**config.mk**
```make
export PLATFORM = sky130hd
export DESIGN_NAME = wb_stage_pipelined
export DESIGN_NICKNAME = d
export VERILOG_FILES = /design/src/rtl/wb_stage_pipelined_pkg.sv /design/src/rtl/wb_stage_pipelined_load_align.sv /design/src/rtl/wb_stage_pipelined.sv
export SDC_FILE = /design/constraint.sdc
export NUM_CORES = 1
export LEC_CHECK = 0
export BUFFER_PORTS_ARGS = -buffer_cell sky130_fd_sc_hd__buf_4
export CORE_MARGIN = 8
export CORE_UTILIZATION = 40
export CTS_BUF_LIST = sky130_fd_sc_hd__clkbuf_4
export DETAILED_ROUTE_END_ITERATION = 8
export GPL_TIMING_DRIVEN = 0
export HOLD_SLACK_MARGIN = 0.12
export MAX_ROUTING_LAYER = met4
export PLACE_DENSITY = 0.79
export SKIP_LAST_GASP = 1
export SLEW_MARGIN = 20
export SYNTH_ARGS = -nofsm -noshare
export SYNTH_HDL_FRONTEND = slang
export SYNTH_SLANG_ARGS = --single-unit
```
**constraint.sdc**
```tcl
create_clock -name i_clk -period 6.3 [get_ports i_clk]
set_input_delay 0.63 -clock i_clk [delete_from_list [all_inputs] [get_ports i_clk]]
set_output_delay 0.63 -clock i_clk [all_outputs]
set_load 0.02 [all_outputs]
```
**src/rtl/wb_stage_pipelined_pkg.sv**
```systemverilog
// Shared types and constants for the write-back stage: result-source select,
// load funct3 encodings and FSM state.
package wb_pkg;

    typedef enum logic [1:0] {
        WB_SEL_ALU  = 2'b00,
        WB_SEL_LOAD = 2'b01,
        WB_SEL_PC4  = 2'b10,
        WB_SEL_IMM  = 2'b11
    } wb_sel_e;

    typedef enum logic {
        ST_IDLE,
        ST_WAIT_LOAD
    } wb_state_e;

    localparam logic [2:0] F3_LB  = 3'b000;
    localparam logic [2:0] F3_LH  = 3'b001;
    localparam logic [2:0] F3_LW  = 3'b010;
    localparam logic [2:0] F3_LD  = 3'b011;
    localparam logic [2:0] F3_LBU = 3'b100;
    localparam logic [2:0] F3_LHU = 3'b101;
    localparam logic [2:0] F3_LWU = 3'b110;

endpackage

```
**src/rtl/wb_stage_pipelined_load_align.sv**
```systemverilog
// Combinational load aligner: picks the addressed byte/half/word out of the
// raw memory word and sign- or zero-extends it to XLEN.
module load_align
    import wb_pkg::*;
#(
    parameter int unsigned XLEN = 32
) (
    input  logic [XLEN-1:0] rdata,
    input  logic [2:0]      funct3,
    input  logic [2:0]      off,
    output logic [XLEN-1:0] result
);

    logic [2:0]      eff_off;
    logic [5:0]      shamt;
    logic [XLEN-1:0] sh;

    // On a 32-bit datapath only two offset bits address within the word
    assign eff_off = (XLEN == 64) ? off : {1'b0, off[1:0]};

    // Offset bits below the access size are dropped, so misaligned bits are ignored
    always_comb begin
        shamt = '0;
        case (funct3)
            F3_LB, F3_LBU: shamt = {eff_off, 3'b000};
            F3_LH, F3_LHU: shamt = {eff_off[2:1], 4'b0000};
            F3_LW, F3_LWU: shamt = {eff_off[2], 5'b00000};
            default:       shamt = '0;
        endcase
    end

    assign sh = rdata >> shamt;

    always_comb begin
        result = '0;
        case (funct3)
            F3_LB:   result = XLEN'($signed(sh[7:0]));
            F3_LH:   result = XLEN'($signed(sh[15:0]));
            F3_LW:   result = XLEN'($signed(sh[31:0]));
            F3_LBU:  result = XLEN'(sh[7:0]);
            F3_LHU:  result = XLEN'(sh[15:0]);
            F3_LD:   result = (XLEN == 64) ? sh : '0;
            F3_LWU:  result = (XLEN == 64) ? XLEN'(sh[31:0]) : '0;
            default: result = '0;
        endcase
    end

endmodule

```
**src/rtl/wb_stage_pipelined.sv**
```systemverilog
// Registered write-back stage: selects the retiring result, waits for load
// responses, drives the register-file/forwarding ports and counts retirements.
module wb_stage_pipelined
    import wb_pkg::*;
#(
    parameter int unsigned XLEN      = 32,
    parameter int unsigned REG_AW    = 5,
    parameter int unsigned INSTRET_W = 64
) (
    input  logic                 i_clk,
    input  logic                 i_rst,
    input  logic                 i_ma_valid,
    output logic                 o_wb_ready,
    input  logic [1:0]           i_ma_wb_sel,
    input  logic                 i_ma_reg_we,
    input  logic [REG_AW-1:0]    i_ma_rd,
    input  logic [2:0]           i_ma_funct3,
    input  logic [2:0]           i_ma_addr_lo,
    input  logic [XLEN-1:0]      i_ma_result,
    input  logic [XLEN-1:0]      i_ma_pc_plus4,
    input  logic [XLEN-1:0]      i_ma_imm,
    input  logic                 i_dm_rvalid,
    input  logic [XLEN-1:0]      i_dm_rdata,
    output logic                 o_rf_we,
    output logic [REG_AW-1:0]    o_rf_waddr,
    output logic [XLEN-1:0]      o_rf_wdata,
    output logic                 o_fwd_valid,
    output logic [REG_AW-1:0]    o_fwd_rd,
    output logic [XLEN-1:0]      o_fwd_data,
    output logic                 o_retire,
    output logic [INSTRET_W-1:0] o_instret
);

    wb_state_e         state, state_nxt;
    wb_sel_e           sel;
    logic              accept;
    logic              commit_now;
    logic              commit_load;
    logic [XLEN-1:0]   sel_value;
    logic [XLEN-1:0]   load_value;

    logic [REG_AW-1:0] cap_rd;
    logic              cap_we;
    logic [2:0]        cap_funct3;
    logic [2:0]        cap_addr_lo;

    assign sel         = wb_sel_e'(i_ma_wb_sel);
    assign accept      = i_ma_valid && o_wb_ready;
    assign commit_now  = accept && (sel != WB_SEL_LOAD);
    assign commit_load = (state == ST_WAIT_LOAD) && i_dm_rvalid;

    always_ff @(posedge i_clk or posedge i_rst) begin
        if (i_rst) state <= ST_IDLE;
        else       state <= state_nxt;
    end

    always_comb begin
        state_nxt = state;
        case (state)
            ST_IDLE:      if (accept && sel == WB_SEL_LOAD) state_nxt = ST_WAIT_LOAD;
            ST_WAIT_LOAD: if (i_dm_rvalid) state_nxt = ST_IDLE;
            default:      state_nxt = ST_IDLE;
        endcase
    end

    always_comb begin
        o_wb_ready = (state == ST_IDLE) && !i_rst;
    end

    always_comb begin
        sel_value = i_ma_result;
        case (sel)
            WB_SEL_PC4: sel_value = i_ma_pc_plus4;
            WB_SEL_IMM: sel_value = i_ma_imm;
            default:    sel_value = i_ma_result;
        endcase
    end

    load_align #(
        .XLEN(XLEN)
    ) u_load_align (
        .rdata  (i_dm_rdata),
        .funct3 (cap_funct3),
        .off    (cap_addr_lo),
        .result (load_value)
    );

    always_ff @(posedge i_clk or posedge i_rst) begin
        if (i_rst) begin
            cap_rd      <= '0;
            cap_we      <= 1'b0;
            cap_funct3  <= '0;
            cap_addr_lo <= '0;
        end else if (accept && sel == WB_SEL_LOAD) begin
            cap_rd      <= i_ma_rd;
            cap_we      <= i_ma_reg_we;
            cap_funct3  <= i_ma_funct3;
            cap_addr_lo <= i_ma_addr_lo;
        end
    end

    // Strobes default low each edge; address/data hold until the next commit
    always_ff @(posedge i_clk or posedge i_rst) begin
        if (i_rst) begin
            o_rf_we    <= 1'b0;
            o_rf_waddr <= '0;
            o_rf_wdata <= '0;
            o_retire   <= 1'b0;
            o_instret  <= '0;
        end else begin
            o_rf_we  <= 1'b0;
            o_retire <= 1'b0;
            if (commit_now) begin
                o_rf_we    <= i_ma_reg_we && (i_ma_rd != '0);
                o_rf_waddr <= i_ma_rd;
                o_rf_wdata <= sel_value;
                o_retire   <= 1'b1;
                o_instret  <= o_instret + INSTRET_W'(1);
            end else if (commit_load) begin
                o_rf_we    <= cap_we && (cap_rd != '0);
                o_rf_waddr <= cap_rd;
                o_rf_wdata <= load_value;
                o_retire   <= 1'b1;
                o_instret  <= o_instret + INSTRET_W'(1);
            end
        end
    end

    assign o_fwd_valid = o_rf_we;
    assign o_fwd_rd    = o_rf_waddr;
    assign o_fwd_data  = o_rf_wdata;

endmodule
```
# Word-level counts from Yosys, hierarchy flattened
# Index checks and enable logic that the tools add are counted.
[word_totals]
ff_bits = 115
latchBits = 0
ram_bits = 0
romBits = 0
inputBits = 146
out_inout_bits = 142
wordCells = 51
memories = 0
[op_classes]
addsub = 1
mul = 0
n_div = 0
n_lt_le_gt_ge = 0
eq_ne = 8
shift = 1
n_mux = 16
bitwise = 1
reduce_logical = 14
[ops]
columns = ["cell", "count"]
rows = [
  ["one-hot mux 32 bit (5 select lines)", 1],
  ["2-to-1 mux 64 bit", 2],
  ["adder 64 x 1 -> 64 bit (second input constant)", 1],
  ["2-to-1 mux 32 bit", 2],
  ["one-hot mux 32 bit (2 select lines)", 1],
  ["right shift 32 x 5 -> 32 bit", 1],
  ["2-to-1 mux 5 bit", 2],
  ["one-hot mux 5 bit (2 select lines)", 1],
  ["nonzero test 5 bit", 2],
  ["logical AND 1 bit", 7],
  ["equality test 3 bit (second input constant)", 2],
  ["2-to-1 mux 1 bit", 6],
  ["equality test 2 bit (second input constant)", 2],
  ["OR reduction 2 bit", 2],
  ["equality test 3 x 1 -> 1 bit (second input constant)", 1],
  ["equality test 3 x 2 -> 1 bit (second input constant)", 1],
  ["logical NOT 3 bit", 1],
  ["equality test 2 x 1 -> 1 bit (second input constant)", 1],
  ["!= test 2 x 1 -> 1 bit (second input constant)", 1],
  ["one-hot mux 1 bit (2 select lines)", 1],
  ["nonzero test 2 bit", 1],
  ["logical NOT 1 bit", 1],
  ["inverter 1 bit", 1],
]

# Depth between registers and ports, before layout
# Gate-level depths: netlist of the first run.
[depth]
ltp_word = 7
depth_mapped = 8
mapped_depth_nobuf = 6

# By module
# From an unflattened synthesis of the first run, not the netlist that was laid out.
[hier_totals]
cells_unflattened = 765
hier_area_um2 = 6879.1
[by_module_without_submodules]
columns = ["module", "instances", "cells_per_inst", "area_each_um2", "seq_area_each_um2"]
rows = [
  ["wb_stage_pipelined", 1, 657, 6199.7, 2902.8],
  ["load_align", 1, 108, 679.4, 0.0],
]

# Worst setup path before layout of the first run
# OpenSTA, ideal clock, no wires.
[synth_timing]
path_kind = "register to register"
startpoint = "reg o_instret[0]"
endpoint = "reg o_instret[46]"
setup_time_ps = 80
arrival_time_ps = 2175
required_ps = 6220
path_slack_ps = 4045
path_stages_with_launch = 7
n_path_buf = 0
synth_period_minus_slack_ps = 2255
path_cell_list = "dfrtp_1 -> ha_1 -> inv_1 -> or3_1 -> or4_1 -> nor3_1 -> xor2_1"
[synth_via]
elab_chain_len = 3
[synth_rtl]
columns = ["element", "line", "text"]
rows = [
  ["from (decl)", "wb_stage_pipelined.sv:31", "output logic [INSTRET_W-1:0] o_instret"],
  ["from (signal assigned)", "wb_stage_pipelined.sv:118", "o_instret <= o_instret + INSTRET_W'(1);"],
  ["from (signal assigned)", "wb_stage_pipelined.sv:124", "o_instret <= o_instret + INSTRET_W'(1);"],
  ["adder 64 x 1 -> 64 bit *", "wb_stage_pipelined.sv:118, wb_stage_pipelined.sv:124", ""],
  ["2-to-1 mux 64 bit", "wb_stage_pipelined.sv:119", "end else if (commit_load) begin"],
  ["2-to-1 mux 64 bit *", "wb_stage_pipelined.sv:113", "if (commit_now) begin"],
]
# Every way passes the cells marked *; elsewhere a longest branch is shown, timed or not. The select of a mux whose other input is x is not followed.
# A chain may end at the register's enable or synchronous reset.

# Worst setup path after layout of the first run
[layout_timing]
startpoint = "in i_rst"
endpoint = "reg o_instret[57]"
[layout_via]
elab_chain_len = 5
word_cells_on_any_way = 6
cone_classes = "mux: 1; reduce/logical: 5"
[layout_rtl]
columns = ["element", "line", "text"]
rows = [
  ["from (decl)", "wb_stage_pipelined.sv:11", "input logic i_rst,"],
  ["logical NOT 1 bit (no source line) *", "n/a", ""],
  ["logical AND 1 bit *", "wb_stage_pipelined.sv:67", "o_wb_ready = (state == ST_IDLE) && !i_rst;"],
  ["logical AND 1 bit *", "wb_stage_pipelined.sv:48", "assign accept = i_ma_valid && o_wb_ready;"],
  ["logical AND 1 bit *", "wb_stage_pipelined.sv:49", "assign commit_now = accept && (sel != WB_SEL_LOAD);"],
  ["2-to-1 mux 64 bit / nonzero test 2 bit (equally long branches)", "n/a", ""],
]
# Every way passes the cells marked *; elsewhere a longest branch is shown, timed or not.

==> impl_results.md, run 1 <==
- Yosys top cell by area: dfrtp_1
- Min Tclk post-route: 2963 ps
- Max FO, Critical Path: 10
- Seq/Total Area, Yosys: 42.93%
- Worst VDD drop: 0.1933 mV
- Clock Latency Late Sink: 530 ps
- Hold Buf Count CTS: 1
- Site row count: 47
- Synth cell types: 53
- Crit path DAT: 3390 ps
- Number of global-route vias before repair: 6806
- Initial antenna violation count: 1
- Post-CTS Resized: 0
- Synth Flop Type: dfrtp_1
- Period utilisation layout: 47.04%
- Antenna-violating nets left: 0
- Post-DP HPWL: 19800 um
- Post-synth top area share: 42.93%
- Max-Cap Viols: 0
- Vias/cell: 5.448
- EDFF count, synth: 0
- GRT overflow: 0
- Clock-pin slew on the worst setup and hold paths: 110 ps
- CTS buffer count: 17
- Initial core utilization: 40.71%
- Final Util: 57.77%
- Mapped Area: 0.006703 mm2
- Post CTS Setup Buffer Count: 0
- Required time at the worst-slack endpoint: 6730 ps
- Largest cells by area after synthesis: dfrtp_1 43%, xnor2_1 6.1%, mux2i_1 5.1%
- Setup crit start kind: input port
- Final Slew Violations: 0
- Leakage power: 0.004589 uW
- CTS tree: done
- Fin. Hold Viols: 0
- Layout cells sized above 1: 38.91%
- Ys Warns: 0
- Maximum level of the CTS H-tree: 4
- RSZ-0062 raised after global routing: no
- Overall routing resource usage: 23.48%
- Routed WL: 24700 um
- WL per Instance: 20.37 um
- Commonest cells after routing, fill and taps aside: 324 x buf_4, 115 x dfrtp_1, 48 x nor2_1, 47 x xnor2_1, 42 x nand2_1
- Slew headroom: 25.61%
- Largest net degree at the start of global routing: 78
- Drt drc: 0
- Full die area: 0.02115 mm2
- Final WS setup: 3337 ps
- # nets final: 1126
- CP endpoint kind: register
- CP Class: input port to register
- Via count: 6609
- Io pins: 288
- Status: finished clean
- Clock skew: 15.77 ps
- Core area: 0.01647 mm2
- Routability cong.: 1.008
- Clk sinks: 115
- Slew @ Worst Pin: 1116 ps
- Global-route wire length before repair: 38260 um
- CTS Root Cell: clkbuf_4
- CTS Buffer Depth: 2
- Post-Syn Nets: 820
- Commonest non-fill, non-tap cell in the layout: buf_4
- CP Cell Sequence: dlygate4sd3_1, buf_4, nor3b_1, a21oi_2, nor3_1, buf_2, nand4_1, xnor2_1
- Syn-to-layout area delta: 41.93%
- Post-Synthesis Cells: 673
- PortBufs: 285
- # setup viols final: 0
- Worst path max stage delay: 700 ps
- Finished Layout Cells: 1213
- Pwr Density: 274.2 mW/mm2
- Placed Cells: 1179
- Setup_tns: 0 ps
- Hold WC Path Type: input port to register
- Place WS: 3000 ps
- Drt pass-1 iters: 7
- Slowest CP cell: nor3_1
- Die Ht: 145.4 um
- DR iter-0 viols: 456
- Die width: 145.4 um
- Fmax: 337.5 MHz
- Share of async-settable or async-resettable flops after synthesis: 100.0%
- FF+latch count, synth: 115
- Syn avg cell area: 9.959 um2
flip-flops by register name, summed over array words and instances, names as in the netlist:
| signal | count |
|---|---|
| o_fwd_rd | 5 |
| o_retire | 1 |
| state | 1 |
| o_fwd_valid | 1 |
| cap_funct3 | 3 |
| o_fwd_data | 32 |
| cap_we | 1 |
| o_instret | 64 |
| cap_rd | 5 |
| cap_addr_lo | 2 |
metrics by stage:
step                      area (um2)  hold WS (ps)  power (uW)
final                           9513         288.2        2609
after global routing            9513         252.6        2730
after CTS                       9510         234.1        2623
after detailed placement        9150         465.7        1952
after global placement          9117         463.4        1931
after floorplan                 6703         479.7        1514
area by class of cell:
class	count	area, um2
diodes	1	2.502
plain buffers	76	444.2
clock buffers	19	142.6
clock inverters	13	207.7
fillers	1524	6953
inverters	8	35.03
multi-input cells	474	3351
flip-flops and latches	115	2878
well taps	220	275.3
repair buffers	287	2177
path summary, 6_finish.rpt:
check,from,slack [ps],end,cells after the start
min reg2reg,o_instret[63]$_DFFE_PP0P_,480,o_instret[63]$_DFFE_PP0P_,1
min,i_dm_rvalid,290,state$_DFF_PP0_,2
max reg2reg,state$_DFF_PP0_,3490,o_fwd_data[25]$_DFFE_PP0P_,7
max,i_rst,3340,o_instret[57]$_DFFE_PP0P_,8
min in group asynchronous,i_rst,640,cap_rd[4]$_DFFE_PP0P_,3
max in group asynchronous,i_rst,4940,o_instret[45]$_DFFE_PP0P_,4
cells in the mapped netlist (2+ instances only):
library cell    n
a31oi_1         8
clkbuf_1       29
buf_2           4
mux2i_1        34
mux4_2          7
or4_1           3
a2bb2oi_1       8
or3b_2          2
nor3_1         16
a221o_1        18
nand2b_1        2
nor4bb_1        8
and2_1         17
nor4_1          4
xor2_1         16
nand3_1        29
inv_1           8
nor3b_1         2
or3_1           6
o22ai_1         4
o21ai_0        27
a211oi_1       16
nor2_1         48
nor2b_1         3
and4_1         11
a221oi_1        5
mux2_2         11
nand4_1        22
buf_4          39
buf_1           3
dfrtp_1       115
xnor2_1        47
nand2_1        42
o22a_1          4
a21oi_1        23
and3_1          9
a22oi_1         5
a2111o_1        3
cell families (layout without fill, tap and decap cells):
kind of cell | count (synthesis) | in the layout | share of synthesized area, %
mux | 53 | 53 | 9.446
xor+xnor | 63 | 63 | 8.232
other cells | 0 | 1 | 0
fa+ha+maj | 1 | 1 | 0.1866
flops | 115 | 115 | 42.93
compound gates | 130 | 130 | 13.72
simple gates | 227 | 227 | 18.41
buf+inv | 84 | 403 | 7.075
metal layers:
layer	part of all wire [%]	vias up	track usage, %
li1	-	3062	-
met1	42	3187	28.93
met2	48	321	36.57
met3	8.2	39	6.468
met4	1.8	0	8.069
met5	0	-	-
critical path, delay by kind of cell:
family	cells	cell delay (ps)
simple gates	3	1260
buf+inv	3	1060
compound gates	1	270
xor+xnor	1	150
power breakdown:
part	leakage (uW)	internal (uW)	switching, uW
Combinational	0.00291	481	514
Clock	0.000178	364	301
Sequential	0.00150	834	114
(Power assumes the default switching activity.)
==> run 2: changes to the inputs <==
==> constraint.sdc (replaced) <==
create_clock -name i_clk -period 2.8 [get_ports i_clk]
set_input_delay 0.28 -clock i_clk [delete_from_list [all_inputs] [get_ports i_clk]]
set_output_delay 0.28 -clock i_clk [all_outputs]
set_load 0.02 [all_outputs]
==> run 2 against run 1 <==
Critical path type is now register to register. Via count increased by 3.3%. Final area increased by 3.1%. Worst setup slack got worse by 3100 ps. Largest cell class unchanged. Highest routed layer unchanged.
==> impl_results.md, run 2 (synthesis results as in run 1) <==
- Global-route wire length before repair: 39810 um (was 38260 um)
- # fillers: 1438 (was 1524)
- Drt drc: 0 (unchanged)
- Vias/cell: 5.486 (was 5.448)
- CP endpoint kind: register (unchanged)
- Period utilisation layout: 93.09%
- Slew headroom: 33.78% (was 25.61%)
- Status: finished clean (unchanged)
- Initial core utilization: 40.71% (unchanged)
- Pwr Density: 574.2 mW/mm2 (was 274.2 mW/mm2)
- Die width: 145.4 um (unchanged)
- Hold WC Path Type: input port to register (unchanged)
- Setup crit start kind: register (was input port)
- Die Ht: 145.4 um (unchanged)
- Syn-to-layout area delta: 46.29% (was 41.93%)
- Area of the multi-input gates: 0.003366 mm2 (was 0.003351 mm2)
- Place WS: -151.1 ps (was 3000 ps)
- Site row count: 47 (unchanged)
- Routability cong.: 0.9831 (was 1.008)
- Post CTS Setup Buffer Count: 0 (unchanged)
- Hold slack: 186.1 ps (was 288.2 ps)
- RSZ-0062 raised after global routing: no (unchanged)
- WL per Instance: 20.46 um (was 20.37 um)
- Maximum level of the CTS H-tree: 4 (unchanged)
- # nets final: 1159 (was 1126)
- Drt pass-1 iters: 4 (was 7)
- Reg area: 0.002878 mm2 (unchanged)
- Slew @ Worst Pin: 984.2 ps (was 1116 ps)
- Min Tclk post-route: 2607 ps
- CTS buffer count: 17 (unchanged)
- Clock skew: 11.86 ps (was 15.77 ps)
- CP Class: register to register (was input port to register)
- # setup viols final: 0 (unchanged)
- Clk sinks: 115 (unchanged)
- Fin. Hold Viols: 0 (unchanged)
- Max-Cap Viols: 0 (unchanged)
- Io pins: 288 (unchanged)
- Setup_tns: 0 ps (unchanged)
- Clock Latency Late Sink: 540 ps (was 530 ps)
- CTS Buffer Depth: 2 (unchanged)
- Required time at the worst-slack endpoint: 3260 ps (was 6730 ps)
- Hold path depth: 4 (was 2)
- Antenna-violating nets left: 0 (unchanged)
- Leakage power: 0.004705 uW (was 0.004589 uW)
- Max reg flops: 64 (unchanged)
- DR iter-0 viols: 458 (was 456)
- Final Slew Violations: 0 (unchanged)
- Clock-pin slew on the worst setup and hold paths: 110 ps (about the same)
- Core area: 0.01647 mm2 (unchanged)
- Top reg by flops: o_instret (unchanged)
- Final WS setup: 193.3 ps (was 3337 ps)
- CTS Root Cell: clkbuf_4 (unchanged)
- Number of global-route vias before repair: 7067 (was 6806)
- CTS tree: done (unchanged)
- Reg2reg path depth: 7 (unchanged)
- Worst R2R Setup Slack: 190 ps (was 3490 ps)
- Overall routing resource usage: 24.32% (was 23.48%)
- Post-DP HPWL: 19950 um (was 19800 um)
- GRT overflow: 0 (unchanged)
- Commonest non-fill, non-tap cell in the layout: buf_4 (unchanged)
- Design Power: 5630 uW (was 2609 uW)
- Layout cells sized above 1: 38.28% (was 38.91%)
- Worst VDD drop: 0.3896 mV (was 0.1933 mV)
- Routed WL: 25450 um (was 24700 um)
- Largest net degree at the start of global routing: 34 (was 78)
- Max FO, Critical Path: 10 (unchanged)
- Via count: 6825 (was 6609)
- # diodes: 0 (was 1)
- PortBufs: 285 (unchanged)
- Crit path DAT: 3060 ps (was 3390 ps)
- Commonest cells after routing, fill and taps aside: 324 x buf_4, 115 x dfrtp_1, 47 x xnor2_1, 47 x nor2_1, 42 x nand2_1 (was 324 x buf_4, 115 x dfrtp_1, 48 x nor2_1, 47 x xnor2_1, 42 x nand2_1)
- Full die area: 0.02115 mm2 (unchanged)
- Fmax: 383.6 MHz
- Initial antenna violation count: 0 (was 1)
run 2: power by group:
group / switching, uW / internal [uW] / leakage [uW]
Combinational: 1180 / 1120 / 0.00306
Sequential: 257 / 1880 / 0.00150
Clock: 678 / 518 / 0.000139
run 2: cell type report:
class	count	area share [%]
plain buffers	76	4.543
clock buffers	17	1.302
clock inverters	14	1.429
inverters	8	0.3445
multi-input cells	474	34.32
flip-flops and latches	115	29.35
well taps	220	2.807
repair buffers	320	25.90
run 2: final timing paths:
path / endpoint / start
max: o_fwd_data[29]$_DFFE_PP0P_ / state$_DFF_PP0_
min: o_fwd_data[19]$_DFFE_PP0P_ / i_ma_result[19]
max reg2reg: o_fwd_data[29]$_DFFE_PP0P_ / state$_DFF_PP0_
min reg2reg: o_instret[63]$_DFFE_PP0P_ / o_instret[63]$_DFFE_PP0P_
max in group asynchronous: o_instret[44]$_DFFE_PP0P_ / i_rst
min in group asynchronous: cap_funct3[2]$_DFFE_PP0P_ / i_rst
run 2: metrics by stage:
stage / std cells / area, um2 / utilization (%)
detailed placement: 1182 / 9216 / 55.97
CTS: 1243 / 9786 / 59.43
floorplan: 673 / 6706 / -
finish: 1244 / 9806 / 59.55
global placement: 1178 / 9121 / 55.40
global route: 1244 / 9806 / 59.55
run 2: repair_timing:
item | CTS | global route
setup endpoints to repair | 3 | 25
endpoints found under the hold margin | 101 | 0
gates resized for setup | 1 | 3
pin swaps | 0 | 0
hold buffers | 30 | 0
run 2: critical path: stages (launching register included):
cell,delay (ps)
dfrtp_1,450
and2_1,160
clkbuf_1,260
a21oi_4,410
clkbuf_1,480
clkbuf_1,460
a221oi_1,170
o21ai_0,140
run 2: per-layer routing:
layer	vias up	track usage, %	share of wire (%)
li1	3131	-	-
met4	0	9.422	2.6
met3	53	5.566	6.8
met1	3327	30.64	44
met2	314	37.41	47
met5	-	-	0
==> run 3: changes to the inputs <==
--- a/config.mk
+++ b/config.mk
@@ -13,7 +13,7 @@
 export GPL_TIMING_DRIVEN = 0
 export HOLD_SLACK_MARGIN = 0.12
 export MAX_ROUTING_LAYER = met4
-export PLACE_DENSITY = 0.79
+export PLACE_DENSITY_LB_ADDON = 0.25
 export SKIP_LAST_GASP = 1
 export SLEW_MARGIN = 20
 export SYNTH_ARGS = -nofsm -noshare
==> run 3 against run 2 <==
Non-clock buffer count did not move. Sequential power barely moved. Global-route usage fell by 0.55 points. Combinational power hardly changed. Largest power group unchanged.
==> impl_results.md, run 3 (synthesis results as in run 1) <==
- Slowest CP cell: dfrtp_1 (was clkbuf_1)
- Global-route wire length before repair: 38930 um (was 39810 um)
- Max FO, Critical Path: 10 (unchanged)
- Most frequent CP cell: clkbuf_1 (unchanged)
- Worst R2R Setup Slack: 260 ps (was 190 ps)
- Largest net degree at the start of global routing: 34 (unchanged)
- Worst R2R End: o_fwd_data[17]$_DFFE_PP0P_ (was o_fwd_data[29]$_DFFE_PP0P_)
- Clock-pin slew on the worst setup and hold paths: 100 ps (was 110 ps)
- CP endpoint kind: register (unchanged)
- Beginning of the critical path: state$_DFF_PP0_ (unchanged)
- Max-Cap Viols: 0 (unchanged)
- Slew @ Worst Pin: 1022 ps (was 984.2 ps)
- CTS Root Cell: clkbuf_4 (unchanged)
- Initial antenna violation count: 0 (unchanged)
- CTS Buffer Depth: 2 (unchanged)
- WP buf/inv: 3 (unchanged)
- Hold WC Path Type: input port to register (unchanged)
- Fin. Hold Viols: 0 (unchanged)
- DR iter-0 viols: 633 (was 458)
- CP endpoint: o_fwd_data[17]$_DFFE_PP0P_ (was o_fwd_data[29]$_DFFE_PP0P_)
- Leakage power: 0.004742 uW (was 0.004705 uW)
- Final Slew Violations: 0 (unchanged)
- Post-DP HPWL: 19510 um (was 19950 um)
- Initial core utilization: 40.71% (unchanged)
- Worst path max stage delay: 440 ps (was 480 ps)
- Placed Cells: 1182 (unchanged)
- # nets final: 1159 (unchanged)
- Slew headroom: 31.27% (was 33.78%)
- Area of the multi-input gates: 0.003368 mm2 (was 0.003366 mm2)
- CP top delay family: buffers and inverters (unchanged)
- Commonest cells after routing, fill and taps aside: 326 x buf_4, 115 x dfrtp_1, 48 x nor2_1, 47 x xnor2_1, 42 x nand2_1 (was 324 x buf_4, 115 x dfrtp_1, 47 x xnor2_1, 47 x nor2_1, 42 x nand2_1)
- CTS buffer count: 17 (unchanged)
- Top reg by flops: o_instret (unchanged)
- Worst VDD drop: 0.3464 mV (was 0.3896 mV)
- Drt pass-1 iters: 5 (was 4)
- M1 GR Usage: 30.86% (was 30.64%)
- Required time at the worst-slack endpoint: 3270 ps (was 3260 ps)
- Pwr Density: 590.6 mW/mm2 (was 574.2 mW/mm2)
- Routed WL: 24720 um (was 25450 um)
- Crit path DAT: 3000 ps (was 3060 ps)
- Antenna-violating nets left: 0 (unchanged)
- Fmax: 394.2 MHz (was 383.6 MHz)
- Finished Layout Cells: 1245 (was 1244)
- Maximum level of the CTS H-tree: 4 (unchanged)
- Die Ht: 145.4 um (unchanged)
- Clk sinks: 115 (unchanged)
- Site row count: 47 (unchanged)
- RR Startpoint: state$_DFF_PP0_ (unchanged)
- Drt drc: 0 (unchanged)
- # diodes: 0 (unchanged)
- Via count: 6698 (was 6825)
- Full die area: 0.02115 mm2 (unchanged)
- Vias/cell: 5.380 (was 5.486)
- CP Cell Sequence: and2_1, clkbuf_1, and2_1, clkbuf_1, clkbuf_1, o21ai_0, a21oi_1, a221o_1 (was and2_1, clkbuf_1, a21oi_4, clkbuf_1, clkbuf_1, a221oi_1, o21ai_0)
- WL per Instance: 19.86 um (was 20.46 um)
- Global routing's busiest layer: met2 (unchanged)
- Layout cells sized above 1: 38.54% (was 38.28%)
- Reg2reg path depth: 8 (was 7)
- Number of global-route vias before repair: 6782 (was 7067)
- Die width: 145.4 um (unchanged)
- Met2 usage: 36.80% (was 37.41%)
- Setup crit start kind: register (unchanged)
- Met3 Track Usage GR: 5.255% (was 5.566%)
- PortBufs: 285 (unchanged)
- Clock Latency Late Sink: 540 ps (about the same)
- RSZ-0062 raised after global routing: no (unchanged)
- Max reg flops: 64 (unchanged)
- CTS tree: done (unchanged)
- Routability cong.: 0.9685 (was 0.9831)
- Min Tclk post-route: 2537 ps (was 2607 ps)
- Clock skew: 14.84 ps (was 11.86 ps)
- Core area: 0.01647 mm2 (unchanged)
- Design Power: 5824 uW (was 5630 uW)
- Status: finished clean (unchanged)
- # fillers: 1472 (was 1438)
- GRT overflow: 0 (unchanged)
- CP Depth: 8 (was 7)
- Syn-to-layout area delta: 47.13% (was 46.29%)
- Hold slack: 172.0 ps (was 186.1 ps)
- Overall routing resource usage: 23.77% (was 24.32%)
- Reg area: 0.002878 mm2 (unchanged)
- Commonest non-fill, non-tap cell in the layout: buf_4 (unchanged)
- Setup_tns: 0 ps (unchanged)
- Io pins: 288 (unchanged)
- Period utilisation layout: 90.60% (was 93.09%)
- CP Class: register to register (unchanged)
- # setup viols final: 0 (unchanged)
run 3: cell count changes in the layout (fill, tap and decap cells not counted), sizes merged:
cell and delta:
buf +2, bufinv +2, clkinvlp -2, clkinv -1
dlygate4sd3 -1, inv +1
run 3: routing by layer:
| metal | up-vias | wire length [um] |
|---|---|---|
| met3 | 27 | 1769 |
| met5 | - | 0 |
| met4 | 0 | 361 |
| met1 | 3258 | 10870 |
| met2 | 287 | 11730 |
| li1 | 3126 | - |
run 3: power by group:
part / internal (uW) / switching [uW]
Combinational: 1130 / 1170
Clock: 716 / 678
Sequential: 1880 / 252
Total: 3720 / 2100
run 3: how the worst min path moves through the flow:
stage	depth (start not counted)	slack, ps	startpoint	to
after global placement	1	460	o_instret[63]$_DFFE_PP0P_	o_instret[63]$_DFFE_PP0P_
after CTS	4	120	i_ma_wb_sel[1]	cap_rd[3]$_DFFE_PP0P_
after global routing	4	150	i_ma_result[16]	o_fwd_data[16]$_DFFE_PP0P_
final	4	170	i_ma_wb_sel[1]	cap_rd[3]$_DFFE_PP0P_
after floorplan	1	380	i_dm_rvalid	state$_DFF_PP0_
after detailed placement	2	350	i_rst	state$_DFF_PP0_
run 3: timing repair:
action                     CTS  global route
hold buffers                29             0
hold endpoints to repair    69             0
pin swaps                    0             1
setup endpoints to repair    4            35
resized for setup            1             5
buffers inserted             0             2
run 3: stage by stage:
step | area (um2) | setup WS, ps | utilization, %
6_report | 9862 | 263.3 | 59.89
5_1_grt | 9862 | 96.45 | 59.89
4_1_cts | 9828 | 38.69 | 59.69
3_5_place_dp | 9216 | -179.8 | 55.97
3_3_place_gp | 9121 | -242.5 | 55.40
2_1_floorplan | 6706 | 545.4 | -
run 3: final cells by class:
cell class	instances	share of cell area, %
Multi-Input combinational cell	474	34.15
Sequential cell	115	29.18
Timing Repair Buffer	320	25.75
Buffer	76	4.529
Tap cell	220	2.791
Clock inverter	14	1.878
Clock buffer	18	1.370
Inverter	8	0.3426
run 3: tightest hold or removal path, cell delays in order:
cell and delay (ps):
buf_4 90, nor2b_1 50, nand2_1 100, mux2_2 160
